$ cat src/rtl/scale_1d_stream_if.sv
`default_nettype none
// ============================================================================
//  Module      : scale_1d_stream_if
//  Description : AXI4-Stream pixel channel (valid/ready, data, user, last)
//                with master and slave views.
//  Revision    : 1.0 - initial release
// ============================================================================
interface scale_1d_stream_if #(
    parameter int C_PIXEL_WIDTH = 24
) ();
    logic                     tvalid;
    logic                     tready;
    logic [C_PIXEL_WIDTH-1:0] tdata;
    logic                     tuser;
    logic                     tlast;

    modport master (output tvalid, output tdata, output tuser, output tlast, input tready);
    modport slave  (input tvalid, input tdata, input tuser, input tlast, output tready);
endinterface
`default_nettype wire

$ cat src/rtl/scale_1d_stream.sv
`default_nettype none
// ============================================================================
//  Module      : scale_1d_stream
//  Description : Streaming 1-D nearest-neighbour line resampler. A source
//                line of S pixels becomes M output pixels; output j carries
//                source pixel ceil((j+1)*S/M)-1, chosen with two
//                cross-multiplied counters (s_cnt steps by M, m_cnt by S).
//  Revision    : 1.0 - initial release
// ============================================================================
module scale_1d_stream #(
    parameter int C_PIXEL_WIDTH = 24,
    parameter int C_S_WIDTH     = 10,
    parameter int C_M_WIDTH     = 12
) (
    input  wire logic                 clk,
    input  wire logic                 reset,
    input  wire logic [C_S_WIDTH-1:0] s_width,
    input  wire logic [C_M_WIDTH-1:0] m_width,
    scale_1d_stream_if.slave          s_axis,
    scale_1d_stream_if.master         m_axis,
    output logic      [C_M_WIDTH-1:0] m_index,
    output logic                      err_len
);

    // Counters hold at most S*M+S, which fits in the sum of both widths.
    localparam int C_CNT_W = C_S_WIDTH + C_M_WIDTH;

    logic                     r_hold_v;
    logic [C_PIXEL_WIDTH-1:0] r_hold_data;
    logic                     r_hold_user;
    logic [C_CNT_W-1:0]       r_s_cnt;
    logic [C_CNT_W-1:0]       r_m_cnt;
    logic [C_S_WIDTH-1:0]     r_s_idx;
    logic [C_M_WIDTH-1:0]     r_m_idx;
    logic [C_S_WIDTH-1:0]     r_s_l;
    logic [C_M_WIDTH-1:0]     r_m_l;
    logic                     r_err_len;

    logic                     w_m_valid;
    logic                     w_m_hs;
    logic                     w_last_out;
    logic                     w_line_end;
    logic                     w_rel_out;
    logic                     w_rel_drop;
    logic                     w_release;
    logic                     w_line_start;
    logic [C_S_WIDTH-1:0]     w_s_eff;
    logic [C_M_WIDTH-1:0]     w_m_eff;
    logic                     w_zero;
    logic                     w_s_ready;
    logic                     w_s_hs;
    logic [C_S_WIDTH-1:0]     w_s_idx_eff;
    logic [C_CNT_W-1:0]       w_s_cnt_base;
    logic [C_CNT_W-1:0]       w_s_l_ext;
    logic [C_CNT_W-1:0]       w_m_eff_ext;
    logic [C_CNT_W-1:0]       w_s_width_ext;
    logic                     w_bad_last;

    // Emit / release / ready decisions for the current cycle.
    always_comb begin
        w_s_l_ext     = {{C_M_WIDTH{1'b0}}, r_s_l};
        w_m_valid     = r_hold_v && (r_s_cnt >= r_m_cnt);
        w_m_hs        = w_m_valid && m_axis.tready;
        w_last_out    = (r_m_idx == (r_m_l - 1'b1));
        w_line_end    = w_m_hs && w_last_out;
        // Held pixel is not needed for the next output slot.
        w_rel_out     = w_m_hs && (r_s_cnt < (r_m_cnt + w_s_l_ext));
        // Held pixel maps to no output at all: drop it.
        w_rel_drop    = r_hold_v && (r_s_cnt < r_m_cnt);
        w_release     = w_rel_out || w_rel_drop;
        // A pixel accepted in the line-end cycle already opens the next line.
        w_line_start  = ((r_s_idx == '0) && (r_m_idx == '0)) || w_line_end;
        w_s_eff       = w_line_start ? s_width : r_s_l;
        w_m_eff       = w_line_start ? m_width : r_m_l;
        w_zero        = (w_s_eff == '0) || (w_m_eff == '0);
        w_s_ready     = !reset && (!r_hold_v || w_release) && !w_zero;
        w_s_hs        = s_axis.tvalid && w_s_ready;
        w_s_idx_eff   = w_line_start ? '0 : r_s_idx;
        w_s_cnt_base  = w_line_start ? '0 : r_s_cnt;
        w_m_eff_ext   = {{C_S_WIDTH{1'b0}}, w_m_eff};
        w_s_width_ext = {{C_M_WIDTH{1'b0}}, s_width};
        w_bad_last    = (s_axis.tlast != (w_s_idx_eff == (w_s_eff - 1'b1)));
    end

    // Hold register, counters, line bookkeeping and the length-error pulse.
    always_ff @(posedge clk or posedge reset) begin
        if (reset) begin
            r_hold_v    <= 1'b0;
            r_hold_data <= '0;
            r_hold_user <= 1'b0;
            r_s_cnt     <= '0;
            r_m_cnt     <= '0;
            r_s_idx     <= '0;
            r_m_idx     <= '0;
            r_s_l       <= '0;
            r_m_l       <= '0;
            r_err_len   <= 1'b0;
        end else begin
            r_err_len <= w_s_hs && w_bad_last;

            if (w_m_hs) begin
                r_m_cnt <= r_m_cnt + w_s_l_ext;
                r_m_idx <= r_m_idx + 1'b1;
            end

            if (w_release) begin
                r_hold_v <= 1'b0;
            end

            if (w_line_end) begin
                r_s_cnt <= '0;
                r_m_cnt <= '0;
                r_s_idx <= '0;
                r_m_idx <= '0;
            end

            // A newly accepted pixel overrides any release or line-end clear.
            if (w_s_hs) begin
                r_hold_v    <= 1'b1;
                r_hold_data <= s_axis.tdata;
                r_s_cnt     <= w_s_cnt_base + w_m_eff_ext;
                r_s_idx     <= w_s_idx_eff + 1'b1;
                if (w_line_start) begin
                    r_s_l       <= s_width;
                    r_m_l       <= m_width;
                    r_m_cnt     <= w_s_width_ext;
                    r_m_idx     <= '0;
                    r_hold_user <= s_axis.tuser;
                end
            end
        end
    end

    assign s_axis.tready = w_s_ready;
    assign m_axis.tvalid = w_m_valid;
    assign m_axis.tdata  = r_hold_data;
    assign m_axis.tuser  = r_hold_v && r_hold_user && (r_m_idx == '0);
    assign m_axis.tlast  = r_hold_v && w_last_out;
    assign m_index       = r_m_idx;
    assign err_len       = r_err_len;

endmodule
`default_nettype wire

$ cat src/flat_wrapper.sv
// flat-port wrapper written by rule: the top's interface ports become plain ports
module scale_1d_stream_flat 
#(
    parameter int C_PIXEL_WIDTH = 24,
    parameter int C_S_WIDTH     = 10,
    parameter int C_M_WIDTH     = 12
)
  (clk, reset, s_width, m_width, m_index, err_len, s_axis_tvalid, s_axis_tdata, s_axis_tuser, s_axis_tlast, s_axis_tready, m_axis_tvalid, m_axis_tdata, m_axis_tuser, m_axis_tlast, m_axis_tready);
  scale_1d_stream_if #(.C_PIXEL_WIDTH(C_PIXEL_WIDTH)) s_axis_i ();
  scale_1d_stream_if #(.C_PIXEL_WIDTH(C_PIXEL_WIDTH)) m_axis_i ();
  input  wire logic clk;
  input  wire logic reset;
  input  wire logic [C_S_WIDTH-1:0] s_width;
  input  wire logic [C_M_WIDTH-1:0] m_width;
  output logic      [C_M_WIDTH-1:0] m_index;
  output logic err_len;
  input wire logic [$bits(s_axis_i.tvalid)-1:0] s_axis_tvalid;
  input wire logic [$bits(s_axis_i.tdata)-1:0] s_axis_tdata;
  input wire logic [$bits(s_axis_i.tuser)-1:0] s_axis_tuser;
  input wire logic [$bits(s_axis_i.tlast)-1:0] s_axis_tlast;
  output wire logic [$bits(s_axis_i.tready)-1:0] s_axis_tready;
  output wire logic [$bits(m_axis_i.tvalid)-1:0] m_axis_tvalid;
  output wire logic [$bits(m_axis_i.tdata)-1:0] m_axis_tdata;
  output wire logic [$bits(m_axis_i.tuser)-1:0] m_axis_tuser;
  output wire logic [$bits(m_axis_i.tlast)-1:0] m_axis_tlast;
  input wire logic [$bits(m_axis_i.tready)-1:0] m_axis_tready;
  assign s_axis_i.tvalid = s_axis_tvalid;
  assign s_axis_i.tdata = s_axis_tdata;
  assign s_axis_i.tuser = s_axis_tuser;
  assign s_axis_i.tlast = s_axis_tlast;
  assign s_axis_tready = s_axis_i.tready;
  assign m_axis_tvalid = m_axis_i.tvalid;
  assign m_axis_tdata = m_axis_i.tdata;
  assign m_axis_tuser = m_axis_i.tuser;
  assign m_axis_tlast = m_axis_i.tlast;
  assign m_axis_i.tready = m_axis_tready;
  scale_1d_stream #(.C_PIXEL_WIDTH(C_PIXEL_WIDTH), .C_S_WIDTH(C_S_WIDTH), .C_M_WIDTH(C_M_WIDTH)) u_core (.clk(clk), .reset(reset), .s_width(s_width), .m_width(m_width), .s_axis(s_axis_i), .m_axis(m_axis_i), .m_index(m_index), .err_len(err_len));
endmodule
$ cat config.mk
export PLATFORM = sky130hd
export DESIGN_NAME = scale_1d_stream_flat
export DESIGN_NICKNAME = d
export VERILOG_FILES = /design/src/rtl/scale_1d_stream_if.sv /design/src/rtl/scale_1d_stream.sv /design/src/flat_wrapper.sv
export SDC_FILE = /design/constraint.sdc
export NUM_CORES = 1
export LEC_CHECK = 0
export ABC_AREA = 1
export CAP_MARGIN = 10
export CORE_UTILIZATION = 53
export CTS_CLUSTER_SIZE = 25
export DETAILED_ROUTE_END_ITERATION = 10
export HOLD_SLACK_MARGIN = 0.15
export PLACE_DENSITY = 0.78
export SYNTH_ARGS = -nofsm -noshare
export SYNTH_HDL_FRONTEND = slang
export SYNTH_SLANG_ARGS = --single-unit
$ cat constraint.sdc
create_clock -name clk -period 4.8 [get_ports clk]
set_input_delay 1.2 -clock clk [delete_from_list [all_inputs] [get_ports clk]]
set_output_delay 1.2 -clock clk [all_outputs]
set_load 0.005 [all_outputs]
-- Word level (Yosys, flattened, before mapping)
Cells that the tools add are included.
- eq/ne operators: 3
- multiplexer cells: 18
- magnitude comparators: 3
- reduce and logical (&&, ||, !) cells: 27
- $add $sub $neg: 6
- operators with widths (kind ; count):
    $mux 22 ; 7
    $mux 12 ; 5
    $lt 22x22->1 ; 2
    $mux 10 ; 4
    $logic_not 12->1 ; 2
    $add 22x10->22 ; 1
    $add 22x12->22 ; 1
    $ge 22x22->1 ; 1
    $logic_not 10->1 ; 2
    $logic_and 1x1->1 ; 13
    $add 12x1->12 const B ; 1
    $eq 12x12->1 ; 1
    $sub 12x1->12 const B ; 1
    $add 10x1->10 const B ; 1
    $eq 10x10->1 ; 1
    $sub 10x1->10 const B ; 1
    $logic_or 1x1->1 ; 4
    $reduce_bool 2->1 ; 2
    $logic_not 1->1 ; 3
    $mux 1 ; 2
    $reduce_and 2->1 ; 1
    $ne 1x1->1 ; 1
- word-level logic and storage cells: 67
- output and inout port bits: 41
- input port bits: 52
- bits in registers: 115

-- Depth between registers and ports, before layout
- depth in word-level cells: 12
- depth in mapped cells: 39

-- Least setup slack after synthesis
OpenSTA, ideal clock, no wires.
- path kind: register to output
- from: register u_core.r_m_cnt[0]
- to: output port s_axis_tready
- buffers on the path: 0
- stages on the path, launching flop included: 23
- required time: 3.600 ns
- slack: -0.132 ns
- arrival: 3.732 ns
- cells stage by stage: dfrtp_1 ha_1 inv_1 fa_1 o21ai_0 nand2_1 o211ai_1 a21oi_1 inv_1 a21oi_1 nor3_1 nand2_1 nor2_1 nand3_1 xor2_1 inv_1 ha_1 a21oi_1 nor2_1 a211o_1 a21oi_1 nand3_2 inv_1
- word-level cells in the longest chain between the ends: 10
- elaborated cells on any way between the ends: 20
- ends and longest elaborated chain (what ; RTL line ; text):
    from (decl) ; scale_1d_stream.sv:32 ; logic [C_CNT_W-1:0] r_m_cnt;
    from (signal assigned) ; scale_1d_stream.sv:102 ; r_m_cnt <= r_m_cnt + w_s_l_ext;
    from (signal assigned) ; scale_1d_stream.sv:126 ; r_m_cnt <= w_s_width_ext;
    parallel branches: the longest is 9 deep, another holds $add 22x10->22 ; -- ;
    $logic_and 1x1->1 * ; scale_1d_stream.sv:76 ; w_s_ready = !reset && (!r_hold_v || w_release) && !w_zero;
    to (decl) ; flat_wrapper.sv:21 ; output wire logic [$bits(s_axis_i.tready)-1:0] s_axis_tready;
Mark *: on every way between the ends.

-- Worst setup path after layout
- from: register u_core.r_s_l[0]
- to: output port s_axis_tready
- word-level cells in the longest chain between the ends: 7
- elaborated cells on any way between the ends: 11
- ends and longest elaborated chain (what ; RTL line ; text):
    from (decl) ; scale_1d_stream.sv:35 ; logic [C_S_WIDTH-1:0] r_s_l;
    from (signal assigned) ; scale_1d_stream.sv:124 ; r_s_l <= s_width;
    $add 22x10->22 ; scale_1d_stream.sv:67 ; w_rel_out = w_m_hs && (r_s_cnt < (r_m_cnt + w_s_l_ext));
    $lt 22x22->1 ; scale_1d_stream.sv:67 ;
    $logic_and 1x1->1 ; scale_1d_stream.sv:67 ;
    $logic_or 1x1->1 ; scale_1d_stream.sv:70 ; w_release = w_rel_out || w_rel_drop;
    $logic_or 1x1->1 ; scale_1d_stream.sv:76 ;
    $logic_and 1x1->1 ; scale_1d_stream.sv:76 ;
    $logic_and 1x1->1 * ; scale_1d_stream.sv:76 ;
Mark *: on every way between the ends. The rest lies on a longest branch, timed or not.

==> run_summary.xml <==
<?xml version="1.0" encoding="UTF-8"?>
<metrics>
  <group name="placed_design">
    <metric name="gp_congestion" unit="">0.944</metric>
    <metric name="place_inst" unit="">1644</metric>
    <metric name="detailedPlacementHpwl" unit="mm">18.2</metric>
    <metric name="port-buffer-count" unit="">92</metric>
  </group>
  <group name="finish">
    <metric name="layout-drive-gt1-share" unit="%">18.3</metric>
    <metric name="fillCellCount" unit="">1207</metric>
    <metric name="layoutNonFillerInstCount" unit="">1705</metric>
    <metric name="n_antenna_cell" unit="">0</metric>
    <metric name="flow.area_growth_from_synthesis" unit="%">34.7</metric>
    <metric name="layout.nets" unit="">1601</metric>
  </group>
  <group name="sta">
    <metric name="report.final.setup_viol" unit="">2</metric>
    <metric name="final_ws_setup" unit="ps">-540</metric>
    <metric name="report.final.hold_viol_count" unit="">0</metric>
    <metric name="finalClockSkew" unit="ps">8.61</metric>
    <metric name="setup_total_negative_slack" unit="ps">-552</metric>
    <metric name="fin_crit_sh" unit="%">111</metric>
    <metric name="finalCriticalPeriod" unit="ps">5340</metric>
    <metric name="tightestPinTransition" unit="ps">705</metric>
    <metric name="relSlewSlack" unit="%">53.0</metric>
    <metric name="maxSlewViolCount" unit="">0</metric>
    <metric name="grt_setup_unrepaired" unit="">true</metric>
    <metric name="timing.fmax" unit="GHz">0.187</metric>
  </group>
  <group name="logic_synthesis">
    <metric name="post_synth_instance_area" unit="µm²">8780</metric>
    <metric name="yosys.cell_types.count" unit="">46</metric>
    <metric name="synth_enable_flop_cells" unit="">0</metric>
    <metric name="yosysWarningCount" unit="">0</metric>
    <metric name="ys_dominant_reg_cell" unit="">dfrtp_1</metric>
    <metric name="synth_largest_type_area_fraction" unit="%">32.8</metric>
    <metric name="synth.yosys.seq_area_share" unit="%">32.8</metric>
    <metric name="synth_cells" unit="">1263</metric>
    <metric name="yosys-top-cells-area" unit="">dfrtp_1 (33%), nand2_1 (16%), ha_1 (10%)</metric>
    <metric name="synthArstFlopShare" unit="%">100</metric>
    <metric name="synth_nets" unit="">1388</metric>
    <metric name="synth_top_area_cell" unit="">dfrtp_1</metric>
    <metric name="syn_avg_cell_area" unit="µm²">6.95</metric>
    <metric name="ys_seq_elements" unit="">115</metric>
  </group>
  <group name="routing">
    <metric name="drt_iter0_drc" unit="">786</metric>
    <metric name="dr.pass1.iters" unit="">5</metric>
    <metric name="route.detailed.wl_per_inst" unit="µm">15.4</metric>
    <metric name="final_wirelength" unit="mm">26.2</metric>
    <metric name="remaining_drc_errors" unit="">0</metric>
    <metric name="vias_per_cell" unit="">5.38</metric>
    <metric name="antenna_violating_nets_post_route" unit="">0</metric>
    <metric name="vias" unit="">9169</metric>
  </group>
  <group name="critical_path">
    <metric name="slowest_delay" unit="ps">370</metric>
    <metric name="timing.critical_path.fanout_max" unit="">2</metric>
    <metric name="number_of_buffer_and_inverter_stages_on_the_critical_path" unit="">5</metric>
    <metric name="path_cells" unit="">ha_2, inv_2, fa_2, o21ai_2, nand2_1, o211ai_1, a21oi_1, inv_1, a21oi_2, nor3_2, buf_4, xor2_2, ha_1, nand4_1, a21oi_1, nor3_2, nand3_1, a211o_1, a21oi_2, nand3_2, inv_1, buf_2</metric>
    <metric name="cp_data_required_time" unit="ps">3600</metric>
    <metric name="slowest_stage" unit="">dfrtp_1</metric>
    <metric name="timing.setup.critical_path_class" unit="">flip-flop to primary output</metric>
    <metric name="critical_path.reg2reg.startpoint" unit="">u_core.r_m_cnt[5]</metric>
    <metric name="critical-path-top-delay-family" unit="">compound AO/OA/AOI/OAI gates</metric>
    <metric name="worst_setup_path_end_kind" unit="">primary output</metric>
    <metric name="critical_path.startpoint" unit="">u_core.r_s_l[0]</metric>
    <metric name="cp-start-kind" unit="">flip-flop</metric>
    <metric name="timing.critical_path.arrival" unit="ps">4140</metric>
  </group>
  <group name="power_and_ir_drop">
    <metric name="power_per_cell_area" unit="nW/µm²">618</metric>
    <metric name="leakagePower" unit="µW">0.00607</metric>
    <metric name="peakVddDrop" unit="mV">0.384</metric>
  </group>
  <group name="floorplan">
    <metric name="core.rowCount" unit="">46</metric>
    <metric name="fp.dieArea" unit="µm²">17100</metric>
    <metric name="initial_core_util" unit="%">54.7</metric>
    <metric name="design.core.area" unit="µm²">16100</metric>
    <metric name="i_o_pin_total" unit="">93</metric>
    <metric name="fp.dieH" unit="µm">131</metric>
    <metric name="die_x" unit="µm">131</metric>
  </group>
  <group name="global_route">
    <metric name="groute.usage.overall" unit="%">31.1</metric>
    <metric name="grt_first_pass_wirelength" unit="mm">41.0</metric>
    <metric name="grt_start_max_net_pins" unit="">61</metric>
    <metric name="number_of_antenna_violations_at_the_first_check_in_global_routing" unit="">0</metric>
    <metric name="first_global_vias" unit="">8750</metric>
    <metric name="grt-ovfl-total" unit="">0</metric>
  </group>
  <group name="clock_network">
    <metric name="clk_transition_reported_paths" unit="ps">60</metric>
    <metric name="clockBufferDepth" unit="">2</metric>
    <metric name="clk_latency" unit="ps">430</metric>
    <metric name="tritoncts" unit="">yes</metric>
    <metric name="cts_max_level" unit="">4</metric>
    <metric name="clockRootBuffer" unit="">clkbuf_16</metric>
    <metric name="tritoncts_num_sinks" unit="">115</metric>
    <metric name="cts_inserted_buffers" unit="">17</metric>
  </group>
  <group name="status">
    <metric name="outcome" unit="">complete, but fails checks</metric>
    <metric name="failed_checks" unit="">setup timing</metric>
  </group>
  <group name="job">
    <metric name="drv.max_cap_violation_count" unit="">0</metric>
  </group>
  <group name="min_path">
    <metric name="hold_path_startpoint" unit="">u_core.m_axis.tdata[12]</metric>
    <metric name="hold_class" unit="">flip-flop to flip-flop</metric>
  </group>
</metrics>
path summary, 6_finish.rpt:
kind                                            to  depth (start not counted)  slack (ps)
max                                  s_axis_tready                         22        -540
min                        u_core.m_axis.tdata[12]                          2         480
max reg2reg                     u_core.r_s_cnt[20]                         37         -10
min reg2reg                u_core.m_axis.tdata[12]                          2         480
max in group asynchronous          u_core.r_m_l[0]                          3        2710
min in group asynchronous       u_core.r_m_cnt[14]                          2        1310
cell families after synthesis:
| group | share of synthesized area, % |
|---|---|
| adders and majority gates | 10.6 |
| and+or+nand+nor | 32.4 |
| DFF | 32.8 |
| buffers and inverters | 9.82 |
| xor gates and xnor gates | 3.89 |
| AOI/OAI and AO/OA | 10.6 |
metal layers:
metal / part of all wire (%) / GRT usage, % / wire length [µm] / vias to the layer above
met1: 41 / 37.4 / 10700 / 4291
met3: 4.4 / 5.94 / 1160 / 82
li1: - / - / - / 4475
met5: 0 / 0 / 0 / -
met4: 4.0 / 13.5 / 1050 / 0
met2: 51 / 54.2 / 13200 / 321
worst register-to-register path, delay by kind of cell (launching register included):
kind | cells | cell delay (ps)
AND/OR/NAND/NOR | 20 | 2100
AO/OA/AOI/OAI | 6 | 830
adder cells (fa/ha/maj) | 2 | 440
buffers and inverters | 9 | 930
flip-flops | 1 | 420
power by group:
part	switching (µW)	total [µW]	internal, µW
clock	478	1320	844
combinational	2420	4360	1940
sequential	310	1630	1320
total	3210	7320	4110
cells in the final DEF (no fill, tap or decap), drive strengths merged, types with 7 or more instances in the layout:
| master | Yosys | final |
|---|---|---|
| a21oi | 51 | 51 |
| buf | 25 | 132 |
| clkbuf | 4 | 21 |
| clkdlybuf4s50 | 0 | 91 |
| dfrtp | 115 | 115 |
| ha | 71 | 71 |
| inv | 175 | 176 |
| nand2 | 391 | 391 |
| nand3 | 83 | 83 |
| nand4 | 18 | 18 |
| nor2 | 138 | 138 |
| nor3 | 16 | 16 |
| nor4 | 7 | 7 |
| o21ai | 81 | 81 |
| xor2 | 33 | 33 |
registers in the layout, summed over array words and instances, names as in the netlist, 10 cells and up:
signal               count
u_core.r_s_cnt          22
u_core.r_s_idx          10
u_core.m_index          12
u_core.r_m_l            12
u_core.r_s_l            10
u_core.r_m_cnt          22
u_core.m_axis.tdata     24
synthesized netlist by cell type (4+ instances only):
cell	n
nand2_1	385
inv_1	171
nor2_1	129
dfrtp_1	115
nand3_1	79
ha_1	71
o21ai_0	60
a21oi_1	51
xor2_1	33
nand4_1	17
nor3_1	15
buf_2	14
o21ai_1	14
buf_6	9
nor4_1	7
o21ai_2	7
nor2_2	6
o21a_1	6
or2_2	6
xnor2_1	6
a22oi_1	5
o21bai_1	5
o22ai_1	5
a21o_1	4
clkbuf_1	4
inv_2	4
nand3_2	4
nand3b_1	4
what timing repair did:
| action | CTS | global route |
|---|---|---|
| hold buffers | 0 | 0 |
| gates resized for setup | 20 | 89 |
| pin swaps | 17 | 49 |
| setup endpoints to repair | 2 | 12 |
| setup buffers | 8 | 21 |
| endpoints found under the hold margin | 0 | 0 |
per-stage QoR:
stage                     hold WS, ps  worst slack, ps  util, %  power, µW  instance area, µm²
after CTS                         478             -479     70.5       6910               11300
after floorplan                   442             39.0        -       4080                8790
after detailed placement          464             -621     65.9       5460               10600
after global routing              490             -756     73.7       7890               11800
final                             476             -540     73.7       7320               11800
after global placement            455             -551     65.9       5350               10600
area by class of cell:
type | count | area, µm² | share of cell area (%)
multi-input combinational | 942 | 5420 | 45.8
clock buffer | 21 | 460 | 3.89
inverter | 177 | 667 | 5.64
tap | 216 | 270 | 2.28
timing repair buffer | 223 | 1990 | 16.8
sequential | 115 | 2880 | 24.3
clock inverter | 11 | 151 | 1.28
(Power assumes the default switching activity.)
